## src/rtl/uart_core_cfg.sv

```systemverilog
// uart_core_cfg: parameterised full-duplex UART.
//   TX: FIFO (valid/ready push) feeding a START/DATA/PARITY/STOP serialiser.
//   RX: 2-flop synchroniser, falling-edge start detect, 16x oversampled
//       mid-bit sampling, with parity and framing error flags.
// Ports:
//   clk, rst            master clock, asynchronous active-high reset
//   rx / tx             serial line in (async) / out
//   tx_valid, tx_data   push request and word; tx_ready = FIFO not full
//   tx_fifo_count       queued words, excluding the word being sent
//   tx_busy, rx_busy    FSM not idle
//   rx_valid            one-cycle pulse with rx_data / rx_parity_err / rx_frame_err
module uart_core_cfg #(
    parameter int BAUD_RATE     = 9600,
    parameter int SYS_CLK_FREQ  = 12000000,
    parameter int DATA_BITS     = 8,
    parameter int PARITY        = 0,
    parameter int STOP_BITS     = 1,
    parameter int TX_FIFO_DEPTH = 16
) (
    input  logic                           clk,
    input  logic                           rst,
    input  logic                           rx,
    output logic                           tx,
    input  logic                           tx_valid,
    input  logic [DATA_BITS-1:0]           tx_data,
    output logic                           tx_ready,
    output logic [$clog2(TX_FIFO_DEPTH):0] tx_fifo_count,
    output logic                           tx_busy,
    output logic                           rx_valid,
    output logic [DATA_BITS-1:0]           rx_data,
    output logic                           rx_parity_err,
    output logic                           rx_frame_err,
    output logic                           rx_busy
);
    localparam int DIV_RAW    = SYS_CLK_FREQ / (BAUD_RATE * 16);
    localparam int DIV        = (DIV_RAW < 1) ? 1 : DIV_RAW;
    localparam int DIV_W      = (DIV > 1) ? $clog2(DIV) : 1;
    localparam int PTR_W      = $clog2(TX_FIFO_DEPTH);
    localparam int CNT_W      = PTR_W + 1;
    localparam int BIT_W      = $clog2(DATA_BITS);
    localparam int STOP_TICKS = STOP_BITS * 16;

    typedef enum logic [2:0] {S_IDLE, S_START, S_DATA, S_PARITY, S_STOP} state_t;

    // ---------------- TX FIFO ----------------
    logic [DATA_BITS-1:0] fifo_mem [TX_FIFO_DEPTH];
    logic [PTR_W-1:0]     wr_ptr, rd_ptr;
    logic                 push, pop;
    state_t               tx_state;

    assign tx_ready = (tx_fifo_count < CNT_W'(TX_FIFO_DEPTH));
    assign push     = tx_valid && tx_ready;
    assign pop      = (tx_state == S_IDLE) && (tx_fifo_count != '0);

    always_ff @(posedge clk) begin
        if (push) fifo_mem[wr_ptr] <= tx_data;
    end

    // Depth is a power of two, so the pointers wrap by plain overflow.
    always_ff @(posedge clk or posedge rst) begin
        if (rst) begin
            wr_ptr        <= '0;
            rd_ptr        <= '0;
            tx_fifo_count <= '0;
        end else begin
            if (push) wr_ptr <= wr_ptr + PTR_W'(1);
            if (pop)  rd_ptr <= rd_ptr + PTR_W'(1);
            case ({push, pop})
                2'b10:   tx_fifo_count <= tx_fifo_count + CNT_W'(1);
                2'b01:   tx_fifo_count <= tx_fifo_count - CNT_W'(1);
                default: tx_fifo_count <= tx_fifo_count;
            endcase
        end
    end

    // ---------------- TX FSM ----------------
    // The baud prescaler restarts on every pop so each bit lasts exactly
    // 16*DIV clocks measured from the start edge.
    logic [DIV_W-1:0]     tx_div;
    logic [4:0]           tx_ticks;
    logic [BIT_W-1:0]     tx_bit;
    logic [DATA_BITS-1:0] tx_shift;
    logic                 tx_par;
    logic                 tx_tick;

    assign tx_tick = (tx_div == DIV_W'(DIV - 1));

    always_ff @(posedge clk or posedge rst) begin
        if (rst) begin
            tx_state <= S_IDLE;
            tx_div   <= '0;
            tx_ticks <= '0;
            tx_bit   <= '0;
            tx_shift <= '0;
            tx_par   <= 1'b0;
            tx       <= 1'b1;
            tx_busy  <= 1'b0;
        end else begin
            if (tx_state != S_IDLE) begin
                tx_div <= tx_tick ? '0 : tx_div + DIV_W'(1);
                if (tx_tick) tx_ticks <= tx_ticks + 5'd1;
            end
            case (tx_state)
                S_IDLE: if (pop) begin
                    tx_shift <= fifo_mem[rd_ptr];
                    // odd: bit set when the data holds an even number of ones
                    tx_par   <= (PARITY == 1) ? ~^fifo_mem[rd_ptr] : ^fifo_mem[rd_ptr];
                    tx_div   <= '0;
                    tx_ticks <= '0;
                    tx       <= 1'b0;
                    tx_busy  <= 1'b1;
                    tx_state <= S_START;
                end
                S_START: if (tx_tick && tx_ticks == 5'd15) begin
                    tx_ticks <= '0;
                    tx_bit   <= '0;
                    tx       <= tx_shift[0];
                    tx_state <= S_DATA;
                end
                S_DATA: if (tx_tick && tx_ticks == 5'd15) begin
                    tx_ticks <= '0;
                    if (tx_bit == BIT_W'(DATA_BITS - 1)) begin
                        if (PARITY != 0) begin
                            tx       <= tx_par;
                            tx_state <= S_PARITY;
                        end else begin
                            tx       <= 1'b1;
                            tx_state <= S_STOP;
                        end
                    end else begin
                        tx_shift <= tx_shift >> 1;
                        tx       <= tx_shift[1];
                        tx_bit   <= tx_bit + BIT_W'(1);
                    end
                end
                S_PARITY: if (tx_tick && tx_ticks == 5'd15) begin
                    tx_ticks <= '0;
                    tx       <= 1'b1;
                    tx_state <= S_STOP;
                end
                S_STOP: if (tx_tick && tx_ticks == 5'(STOP_TICKS - 1)) begin
                    tx_ticks <= '0;
                    tx_busy  <= 1'b0;
                    tx_state <= S_IDLE;
                end
                default: tx_state <= S_IDLE;
            endcase
        end
    end

    // ---------------- RX synchroniser ----------------
    logic rx_s1, rx_s2, rx_prev;

    always_ff @(posedge clk or posedge rst) begin
        if (rst) begin
            rx_s1   <= 1'b1;
            rx_s2   <= 1'b1;
            rx_prev <= 1'b1;
        end else begin
            rx_s1   <= rx;
            rx_s2   <= rx_s1;
            rx_prev <= rx_s2;
        end
    end

    // ---------------- RX FSM ----------------
    // Prescaler restarts at the start edge, so tick 8 lands mid start bit
    // and every following 16th tick lands mid-bit.
    state_t               rx_state;
    logic [DIV_W-1:0]     rx_div;
    logic [3:0]           rx_ticks;
    logic [BIT_W-1:0]     rx_bit;
    logic [DATA_BITS-1:0] rx_shift;
    logic                 rx_par_bit, rx_stop_bit, rx_done;
    logic                 rx_tick, rx_ones_odd, rx_perr_next;

    assign rx_tick      = (rx_div == DIV_W'(DIV - 1));
    assign rx_ones_odd  = (^rx_shift) ^ rx_par_bit;
    assign rx_perr_next = (PARITY == 1) ? !rx_ones_odd :
                          (PARITY == 2) ?  rx_ones_odd : 1'b0;

    always_ff @(posedge clk or posedge rst) begin
        if (rst) begin
            rx_state      <= S_IDLE;
            rx_div        <= '0;
            rx_ticks      <= '0;
            rx_bit        <= '0;
            rx_shift      <= '0;
            rx_par_bit    <= 1'b0;
            rx_stop_bit   <= 1'b1;
            rx_done       <= 1'b0;
            rx_busy       <= 1'b0;
            rx_valid      <= 1'b0;
            rx_data       <= '0;
            rx_parity_err <= 1'b0;
            rx_frame_err  <= 1'b0;
        end else begin
            rx_valid <= 1'b0;
            if (rx_state != S_IDLE) begin
                rx_div <= rx_tick ? '0 : rx_div + DIV_W'(1);
                if (rx_tick) rx_ticks <= rx_ticks + 4'd1;
            end
            case (rx_state)
                // Edge (not level) detect: after a line break the receiver
                // waits for rx to return high before the next start.
                S_IDLE: if (rx_prev && !rx_s2) begin
                    rx_div   <= '0;
                    rx_ticks <= '0;
                    rx_busy  <= 1'b1;
                    rx_state <= S_START;
                end
                S_START: if (rx_tick && rx_ticks == 4'd7) begin
                    rx_ticks <= '0;
                    rx_bit   <= '0;
                    if (rx_s2) begin
                        rx_busy  <= 1'b0;       // glitch, not a start bit
                        rx_state <= S_IDLE;
                    end else begin
                        rx_state <= S_DATA;
                    end
                end
                S_DATA: if (rx_tick && rx_ticks == 4'd15) begin
                    rx_ticks <= '0;
                    rx_shift <= {rx_s2, rx_shift[DATA_BITS-1:1]};
                    if (rx_bit == BIT_W'(DATA_BITS - 1))
                        rx_state <= (PARITY != 0) ? S_PARITY : S_STOP;
                    else
                        rx_bit <= rx_bit + BIT_W'(1);
                end
                S_PARITY: if (rx_tick && rx_ticks == 4'd15) begin
                    rx_ticks   <= '0;
                    rx_par_bit <= rx_s2;
                    rx_state   <= S_STOP;
                end
                S_STOP: begin
                    if (rx_done) begin
                        rx_data       <= rx_shift;
                        rx_parity_err <= rx_perr_next;
                        rx_frame_err  <= !rx_stop_bit;
                        rx_valid      <= 1'b1;
                        rx_done       <= 1'b0;
                        rx_busy       <= 1'b0;
                        rx_state      <= S_IDLE;
                    end else if (rx_tick && rx_ticks == 4'd15) begin
                        rx_stop_bit <= rx_s2;
                        rx_done     <= 1'b1;
                    end
                end
                default: rx_state <= S_IDLE;
            endcase
        end
    end
endmodule

```

## config.mk

```make
export PLATFORM = sky130hd
export DESIGN_NAME = uart_core_cfg
export DESIGN_NICKNAME = d
export VERILOG_FILES = /design/src/rtl/uart_core_cfg.sv
export SDC_FILE = /design/constraint.sdc
export NUM_CORES = 1
export LEC_CHECK = 0
export BUFFER_PORTS_ARGS = -buffer_cell sky130_fd_sc_hd__buf_2
export CORE_MARGIN = 2
export CORE_UTILIZATION = 25
export CTS_CLUSTER_SIZE = 12
export DETAILED_ROUTE_END_ITERATION = 12
export GPL_ROUTABILITY_DRIVEN = 0
export PLACE_DENSITY = 0.47
export SKIP_CTS_REPAIR_TIMING = 1
export SLEW_MARGIN = 20
export SYNTH_ARGS = -nofsm -noshare
export SYNTH_HDL_FRONTEND = slang
export SYNTH_SLANG_ARGS = --single-unit
```

## constraint.sdc

```tcl
create_clock -name clk -period 3.3 [get_ports clk]
set_clock_uncertainty 0.2 [all_clocks]
set_input_delay 0.33 -clock clk [delete_from_list [all_inputs] [get_ports clk]]
set_output_delay 0.33 -clock clk [all_outputs]
set_load 0.02 [all_outputs]
```

== After elaboration in Yosys (flattened, before gate mapping) ==
Memory sizes are Yosys's and may differ from the RTL's.
Index checks and enable logic that the tools add are counted.

* Output and inout bits: 20
* Memories: 1
* RAM bits: 128
* Flip-flop bits (word level): 82
* Word-level logic and storage cells: 168
* Input port bits: 12

{| class="wikitable"
|+ Memories
! memory !! words !! bits a word !! read ports !! clocked after memory_dff !! wr ports !! RTL line !! text
|-
| fifo_mem || 16 || 8 || 1 || 0 || 1 || 46 || <nowiki>logic [DATA_BITS-1:0] fifo_mem [TX_FIFO_DEPTH];</nowiki>
|}

* Muxes and demuxes: 66
* Bitwise gates (word level): 1
* $add $sub $neg: 10
* Reduce and logical (&&, ||, !) cells: 33
* $lt $le $gt $ge: 1
* Equality and inequality tests: 32

{| class="wikitable"
|+ Operators by type and width
! cell !! number
|-
| 7-bit two-way mux || 8
|-
| 3-bit two-way mux || 17
|-
| 2-bit != test, second input constant || 15
|-
| 3-bit case mux with 5 select lines || 2
|-
| 8-bit two-way mux || 3
|-
| 4-bit two-way mux || 5
|-
| 5-bit two-way mux || 4
|-
| 5-bit case mux with 2 select lines || 2
|-
| 1-bit two-way mux || 17
|-
| 8-bit case mux with 2 select lines || 1
|-
| 7-bit by 1-bit adder with 7-bit output, second input constant || 2
|-
| 7-bit == test, second input constant || 2
|-
| 4-bit by 1-bit adder with 4-bit output, second input constant || 3
|-
| 3-bit by 2-bit == test with 1-bit output, second input constant || 4
|-
| 3-bit == test, second input constant || 4
|-
| 3-bit case mux with 2 select lines || 2
|-
| 4-bit case mux with 3 select lines || 1
|-
| 4-bit AND reduction || 3
|-
| 6-bit AND reduction || 2
|-
| 5-bit by 1-bit adder with 5-bit output, second input constant || 2
|-
| 5-bit AND reduction || 2
|-
| 2-bit nonzero test || 5
|-
| 3-bit nonzero test || 3
|-
| 3-bit by 1-bit adder with 3-bit output, second input constant || 2
|-
| 22 further kinds || 32
|}

== Logic depth before layout (Yosys ltp) ==
Gate-level depths: netlist of the first run.

* Depth after elaboration: 5
* Gate-level depth with buffers: 13
* Depth with buffers taken out: 11

== Least setup slack after synthesis of the first run ==
OpenSTA, ideal clock, no wires.

* Kind: flip-flop to flip-flop
* From: register tx_fifo_count[2]
* To: register tx_fifo_count[4]
* Data required time: 2.972 ns
* Period minus slack after synthesis: 3.194 ns
* Library setup time: 0.128 ns
* Setup slack: 0.106 ns
* Stages on the path, launching flop included: 14
* Buffers on the path: 2
* Data arrival time: 2.866 ns
* Cells stage by stage: dfrtp_1 > buf_6 > or4_4 > o21ai_4 > inv_4 > ha_1 > clkbuf_1 > xor2_1 > ha_1 > nand2b_1 > or2_2 > a32oi_1 > a21oi_1 > xnor2_1

* Longest elaborated chain between the ends: 4
* Elaborated cells on any way between the ends: 10
* Those cells by class: add/sub: 2; order compare: 1; eq/ne: 2; mux: 1; reduce/logical: 4

{| class="wikitable"
|+ Ends and longest elaborated chain
! what !! RTL line !! text
|-
| from (decl) || 27 || <nowiki>output logic [$clog2(TX_FIFO_DEPTH):0] tx_fifo_count,</nowiki>
|-
| from (signal assigned) || 69 || <nowiki>2'b10: tx_fifo_count <= tx_fifo_count + CNT_W'(1);</nowiki>
|-
| from (signal assigned) || 70 || <nowiki>2'b01: tx_fifo_count <= tx_fifo_count - CNT_W'(1);</nowiki>
|-
| from (signal assigned) || 71 || <nowiki>default: tx_fifo_count <= tx_fifo_count;</nowiki>
|-
| 5-bit nonzero test (*) || 53 || <nowiki>assign pop = (tx_state == S_IDLE) && (tx_fifo_count != '0);</nowiki>
|-
| 1-bit logical AND (*) || 53 ||
|-
| net pop || 48 || <nowiki>logic push, pop;</nowiki>
|-
| 2-bit by 1-bit == test with 1-bit output or 2-bit == test (tied branches) || 68 || <nowiki>case ({push, pop})</nowiki>
|-
| 5-bit case mux with 2 select lines or 2-bit nonzero test (tied branches) || - ||
|}

Mark *: on every way through the listed nets, which the timed path passes. The rest lies on a longest branch.
A chain may end at the register's enable or synchronous reset.

== Final worst setup path of the first run ==
* From: register tx_fifo_count[0]
* To: register tx_fifo_count[4]

The elaborated chain is that of the path after synthesis.

==> flow_summary_export.csv, run 1 <==
group,metric,value,unit
setup_path,crit_buf_inv,1,
yosys,yosysWarnings,0,
yosys,netlist_area,8980,sq um
setup_path,reg2regPathDepth,11,
setup_path,critPathTopFamily,"simple AND/OR/NAND/NOR gates",
setup_path,cp_slowest_cell,"or4_4",
global_routing,grt.total_usage,9.639,%
sta,fin_tns_setup,0,ns
setup_path,cp_max_fo,10,
floorplan,die_h,193.5,microns
worst_hold_path,holdPathStages,1,
clock_tree,tritoncts,"built",
drt,vias,5045,
sta,slew_headroom,44.01,%
layout,final_cells,1153,
layout,design_area,10600,sq um
power,peakVddDrop,0.0003711,V
place,dp_hpwl,11980,microns
sta,timing.hold.ws,-0.01167,ns
job,drv_cap,0,
worst_hold_path,holdCritStartpoint,"tx_data[5]",
yosys,yosysTopAreaCellShare,42.80,%
yosys,synth_area_per_cell,14.37,sq um
sta,hold_viol_final,22,
setup_path,rrSetupSlack,0.20,ns
floorplan,start_util,25.31,%
place,placed_area,9721,sq um
clock_tree,root_buffer,"clkbuf_16",
setup_path,startpoint_type,"flop",
drt,drt_iter0_markers,349,
power,power_density,628.1,nW/um^2
setup_path,cpPeakStageDelay,0.61,ns
setup_path,cp_common_cell,"ha_1",
floorplan,coreArea,35480,sq um
drt,drt.antenna.violating_nets,0,
setup_path,r2r-end,"tx_fifo_count[4]",
global_routing,antenna_found_initial,0,
place,port_buffers,30,
setup_path,crit_start,"tx_fifo_count[0]",
floorplan,die-area,37450,sq um
clock_tree,cts_num_sinks,210,
power,p_comb_share,10.5,%
floorplan,ioPinCount,32,
place,post-place-cells,1105,
global_routing,overflow,0,
yosys,synthTopCellsByArea,"edfxtp_1, dfrtp_1, mux4_2",
power,leakage,4.016,nW
yosys,synthMostInstantiatedCell,"edfxtp_1",
drt,wirelength,17900,microns
setup_path,path_class,"flop to flop",
global_routing,grt_max_degree,57,
power,power_frac_seq,47.4,%
power,p_int,0.005013,W
floorplan,die_w,193.5,microns
drt,dr.pass1.iters,4,
sta,tightest_slew,0.8368,ns
setup_path,crit_arrival,3.31,ns
yosys,synthTopCellsByCount,"edfxtp_1, dfrtp_1, nand2_1, nor2_1, mux4_2",
yosys,synthDistinctLibCells,61,
clock_tree,path_clk_slew,0.06,ns
layout,nets,705,
yosys,synth-main-ff-cell,"edfxtp_1",
power,sw_frac_of_total,24.69,%
layout,fillCellCount,3526,
yosys,synthArstFlopShare,39.05,%
sta,setup_violations,0,
floorplan,row_count,69,
outcome,status,"complete, but fails checks",
global_routing,grt_pass1_vias,5244,
drt,viasPerCell,4.376,
clock_tree,cts_buffer_depth,3,
yosys,seq_area_frac_synth,65.72,%
sta,rsz0062_at_grt,"no",
yosys,synth_fp_nets,655,
clock_tree,clk_latency,0.53,ns
yosys,synth_edf_count,128,
sta,fin_crit,3.099,ns
worst_hold_path,min_to,"fifo_mem[14][5]",
setup_path,cp.required,3.51,ns
yosys,synth_top_cell_by_area,"edfxtp_1",
yosys,syn-instance-count,625,
sta,fmax,322.7,MHz
clock_tree,htree_levels,1,
sta,drv_slew,0,
worst_hold_path,holdCritPathClass,"input port to flop",
outcome,violations,"hold timing",
yosys,ys_seq_elements,210,
clock_tree,cts_buffers,25,
layout,drive_above_1_share,21.97,%
sta,post-route-period-util,93.92,%
setup_path,crit-reg2reg-launch,"tx_fifo_count[0]",
layout,area_growth,18.02,%
setup_path,end_kind,"flop",
global_routing,grt_pass1_wl,29480,microns
power,totalPowerFinal,0.006657,W
power,power_frac_clock,42.1,%
power,p_switching,0.001644,W
setup_path,worstPathCellList,"or4_4, o21ai_4, inv_4, ha_1, xor2_1, ha_1, nand2b_1, or2_2, a32oi_1, a21oi_1, xnor2_1",
drt,wl_per_cell,15.52,microns
drt,drc_errors,0,
layout,antenna_cells,0,
-- layer usage --
metal / up-vias / share of wire (%) / track usage [%] / wire length, microns
li1: 2435 / - / - / -
met1: 2525 / 49 / 13.49 / 8843
met2: 51 / 45 / 15.38 / 8075
met3: 34 / 2.6 / 1.639 / 472
met4: 0 / 2.8 / 2.771 / 507
met5: - / 0 / 0 / 0
-- cells by family (layout without fill, tap and decap cells) --
logic type	Yosys count	after routing	share of synthesized area (%)
multiplexers	49	49	10.10
buffers and inverters	43	110	2.174
AND/OR/NAND/NOR	194	194	10.62
flip-flops	210	210	65.72
adder cells (fa/ha/maj)	18	18	2.508
XOR/XNOR	24	24	2.341
other	1	1	0.04176
AO/OA/AOI/OAI	86	86	6.493
-- state kept, by name (all words and copies together) (netlist names), 3 cells and up --
signal,count
rx_data,8
rx_bit,3
rd_ptr,4
tx_ticks,5
tx_fifo_count,5
rx_ticks,4
rx_div,7
tx_div,7
rx_state,3
wr_ptr,4
fifo_mem,128
tx_state,3
tx_bit,3
rx_shift,8
tx_shift,8
-- worst max path at each step --
stage | endpoint | slack [ns] | depth (start not counted)
detailed placement | tx_fifo_count[4] | 0.22 | 11
CTS | tx_fifo_count[4] | 0.19 | 11
floorplan | tx_fifo_count[4] | 0.11 | 13
global placement | tx_fifo_count[4] | 0.25 | 11
finish | tx_fifo_count[4] | 0.20 | 11
global route | tx_fifo_count[4] | 0.06 | 11
-- layout by cell type (no fill, tap or decap), types with 18 or more instances in the layout --
master,count
edfxtp_1,128
dfrtp_1,76
nand2_1,61
nor2_1,51
mux4_2,32
buf_2,30
clkbuf_16,25
a21oi_1,22
nor3_1,21
ha_1,18
buf_4,18
-- power by group through the flow --
| stage | clock network [W] | logic (W) | registers, W |
|---|---|---|---|
| after floorplan | 0 | 0.000479 | 0.00319 |
| after global placement | 0 | 0.000705 | 0.00320 |
| after detailed placement | 0 | 0.000706 | 0.00321 |
| after CTS | 0.00288 | 0.000710 | 0.00316 |
| after global routing | 0.00298 | 0.000784 | 0.00319 |
| final | 0.00280 | 0.000696 | 0.00316 |
-- per-stage QoR --
stage / hold WS [ns] / util, % / setup WS (ns)
floorplan: 0.1345 / - / 0.1061
global placement: 0.1542 / 27.40 / 0.2525
detailed placement: 0.1478 / 27.40 / 0.2221
CTS: -0.3047 / 29.75 / 0.1937
global route: 0.0007817 / 29.87 / 0.05908
finish: -0.01167 / 29.87 / 0.2008
-- final cells by class --
cell class                 count  area, sq um  area share (%)
sequential                   210         5903           55.70
tap                          461        576.8           5.443
inverter                      13        53.80          0.5077
clock inverter                12        163.9           1.547
clock buffer                  32        671.9           6.340
timing repair buffer          53        345.3           3.259
multi-input combinational    372         2883           27.20
Power figures use the tool's default switching activity.
==> inputs of run 2 (changes only) <==
--- a/config.mk
+++ b/config.mk
@@ -6,12 +6,11 @@
 export NUM_CORES = 1
 export LEC_CHECK = 0
 export BUFFER_PORTS_ARGS = -buffer_cell sky130_fd_sc_hd__buf_2
-export CORE_MARGIN = 2
+export CORE_MARGIN = 1
 export CORE_UTILIZATION = 25
 export CTS_CLUSTER_SIZE = 12
 export DETAILED_ROUTE_END_ITERATION = 12
 export GPL_ROUTABILITY_DRIVEN = 0
-export PLACE_DENSITY = 0.47
 export SKIP_CTS_REPAIR_TIMING = 1
 export SLEW_MARGIN = 20
 export SYNTH_ARGS = -nofsm -noshare
==> constraint.sdc (replaced) <==
create_clock -name clk -period 3.9 [get_ports clk]
set_clock_uncertainty 0.2 [all_clocks]
set_input_delay 0.39 -clock clk [delete_from_list [all_inputs] [get_ports clk]]
set_output_delay 0.39 -clock clk [all_outputs]
set_load 0.02 [all_outputs]
==> run 2 against run 1 <==
Compared with the run above: the run now ends clean; global-route usage up 0.37 points; first-iteration DRC count up 5.4%; worst setup slack better by 0.42 ns.
==> flow_summary_export.csv, run 2 (same netlist as run 1, synthesis figures left out) <==
group,metric,value,unit
layout,layout_commonest_cell,"edfxtp_1",
clock_tree,cts_buffers,23,
setup_path,reg2regPathDepth,11,
drt,dr.pass1.iters,4,
sta,drv_slew,0,
global_routing,grt.total_usage,10.01,%
sta,slew_headroom,34.08,%
drt,drt.antenna.violating_nets,0,
setup_path,cp.required,4.10,ns
layout,drive_above_1_share,20.47,%
outcome,status,"finished, final reports clean",
setup_path,end_kind,"flop",
drt,wl_per_cell,15.32,microns
layout,nets,692,
setup_path,cp_slowest_cell,"or4_4",
drt,viasPerCell,4.390,
layout,area_growth,15.33,%
global_routing,grt_pass1_wl,28640,microns
clock_tree,clk_latency,0.52,ns
power,power_density,506.4,nW/um^2
clock_tree,cts_num_sinks,210,
clock_tree,root_buffer,"clkbuf_16",
clock_tree,htree_levels,1,
drt,drt_iter0_markers,368,
layout,design_area,10360,sq um
floorplan,ioPinCount,32,
setup_path,path_class,"flop to flop",
setup_path,cp_max_fo,10,
layout,antenna_cells,0,
layout,largest_register_ffs,128,
floorplan,row_count,69,
sta,fin_crit,3.282,ns
power,leakage,3.880,nW
drt,drc_errors,0,
clock_tree,path_clk_slew,0.06,ns
setup_path,cp_common_cell,"ha_1",
place,port_buffers,30,
global_routing,overflow,0,
global_routing,grt_pass1_vias,5051,
clock_tree,cts_buffer_depth,3,
global_routing,antenna_found_initial,0,
sta,fmax,304.7,MHz
setup_path,startpoint_type,"flop",
sta,tightest_slew,0.9851,ns
worst_hold_path,holdCritPathClass,"input port to flop",
setup_path,worstPathCellList,"or4_4, o21ai_4, inv_4, ha_1, xor2_1, ha_1, nand2b_1, or2_2, a32oi_1, a21oi_1, xnor2_1",
sta,setup_violations,0,
setup_path,crit_arrival,3.48,ns
sta,timing.hold.ws,0.05815,ns
floorplan,die_h,191.5,microns
setup_path,cpPeakStageDelay,0.58,ns
place,placed_area,9641,sq um
clock_tree,tritoncts,"built",
floorplan,coreArea,35480,sq um
floorplan,die_w,191.5,microns
drt,vias,5005,
sta,hold_viol_final,0,
place,dp_hpwl,11480,microns
sta,rsz0062_at_grt,"no",
worst_hold_path,holdPathStages,1,
floorplan,die-area,36680,sq um
power,peakVddDrop,0.0003760,V
floorplan,start_util,25.31,%
sta,post-route-period-util,84.15,%
layout,max_flop_register,"fifo_mem",
global_routing,grt_max_degree,48,
sta,fin_tns_setup,0,ns
job,drv_cap,0,
layout,layout_common_cells,"edfxtp_1, dfrtp_1, nand2_1",
drt,wirelength,17460,microns
## run 2: final cells by class
type	count	area, sq um
timing repair buffer	42	245.2
clock inverter	7	55.05
sequential	210	5903
inverter	13	52.55
clock buffer	35	640.6
multi-input combinational	372	2883
fill	3557	25130
tap	461	576.8
## run 2: metrics by stage
step / utilization [%] / std cells / worst slack [ns] / power [W]
global route: 29.19 / 1140 / 0.3560 / 0.005499
floorplan: - / 625 / 0.7061 / 0.003102
global placement: 27.17 / 1096 / 0.7215 / 0.003283
finish: 29.19 / 1140 / 0.6181 / 0.005244
CTS: 29.13 / 1138 / 0.6331 / 0.005319
detailed placement: 27.17 / 1096 / 0.6547 / 0.003300
## run 2: final timing paths
| check | startpoint | end | slack [ns] |
|---|---|---|---|
| max | tx_fifo_count[1] | tx_fifo_count[4] | 0.62 |
| min | tx_data[7] | fifo_mem[2][7] | 0.06 |
| max reg2reg | tx_fifo_count[1] | tx_fifo_count[4] | 0.62 |
| min reg2reg | rx_s1 | rx_s2 | 0.15 |
| max in group asynchronous | rst | tx_ticks[4] | 2.37 |
| min in group asynchronous | rst | rx_bit[1] | 0.38 |
## run 2: per-layer routing
layer / track usage, % / share of wire (%)
met1: 13.87 / 47
met2: 16.16 / 47
met3: 1.891 / 4.3
met4: 2.228 / 1.8
met5: 0 / 0
## run 2: worst max-delay path, delay by kind of cell (launching register included)
family	cells	cell delay, ns
AND/OR/NAND/NOR	3	0.94
AO/OA/AOI/OAI	3	0.62
adder cells (fa/ha/maj)	2	0.55
flip-flops	1	0.45
XOR/XNOR	2	0.32
buffers and inverters	1	0.09
## run 2: report_power, final
part	internal, W	switching [W]	total, W
combinational	0.000221	0.000348	0.000569
sequential	0.00254	0.000141	0.00268
clock	0.00114	0.000856	0.00200
total	0.00390	0.00134	0.00524
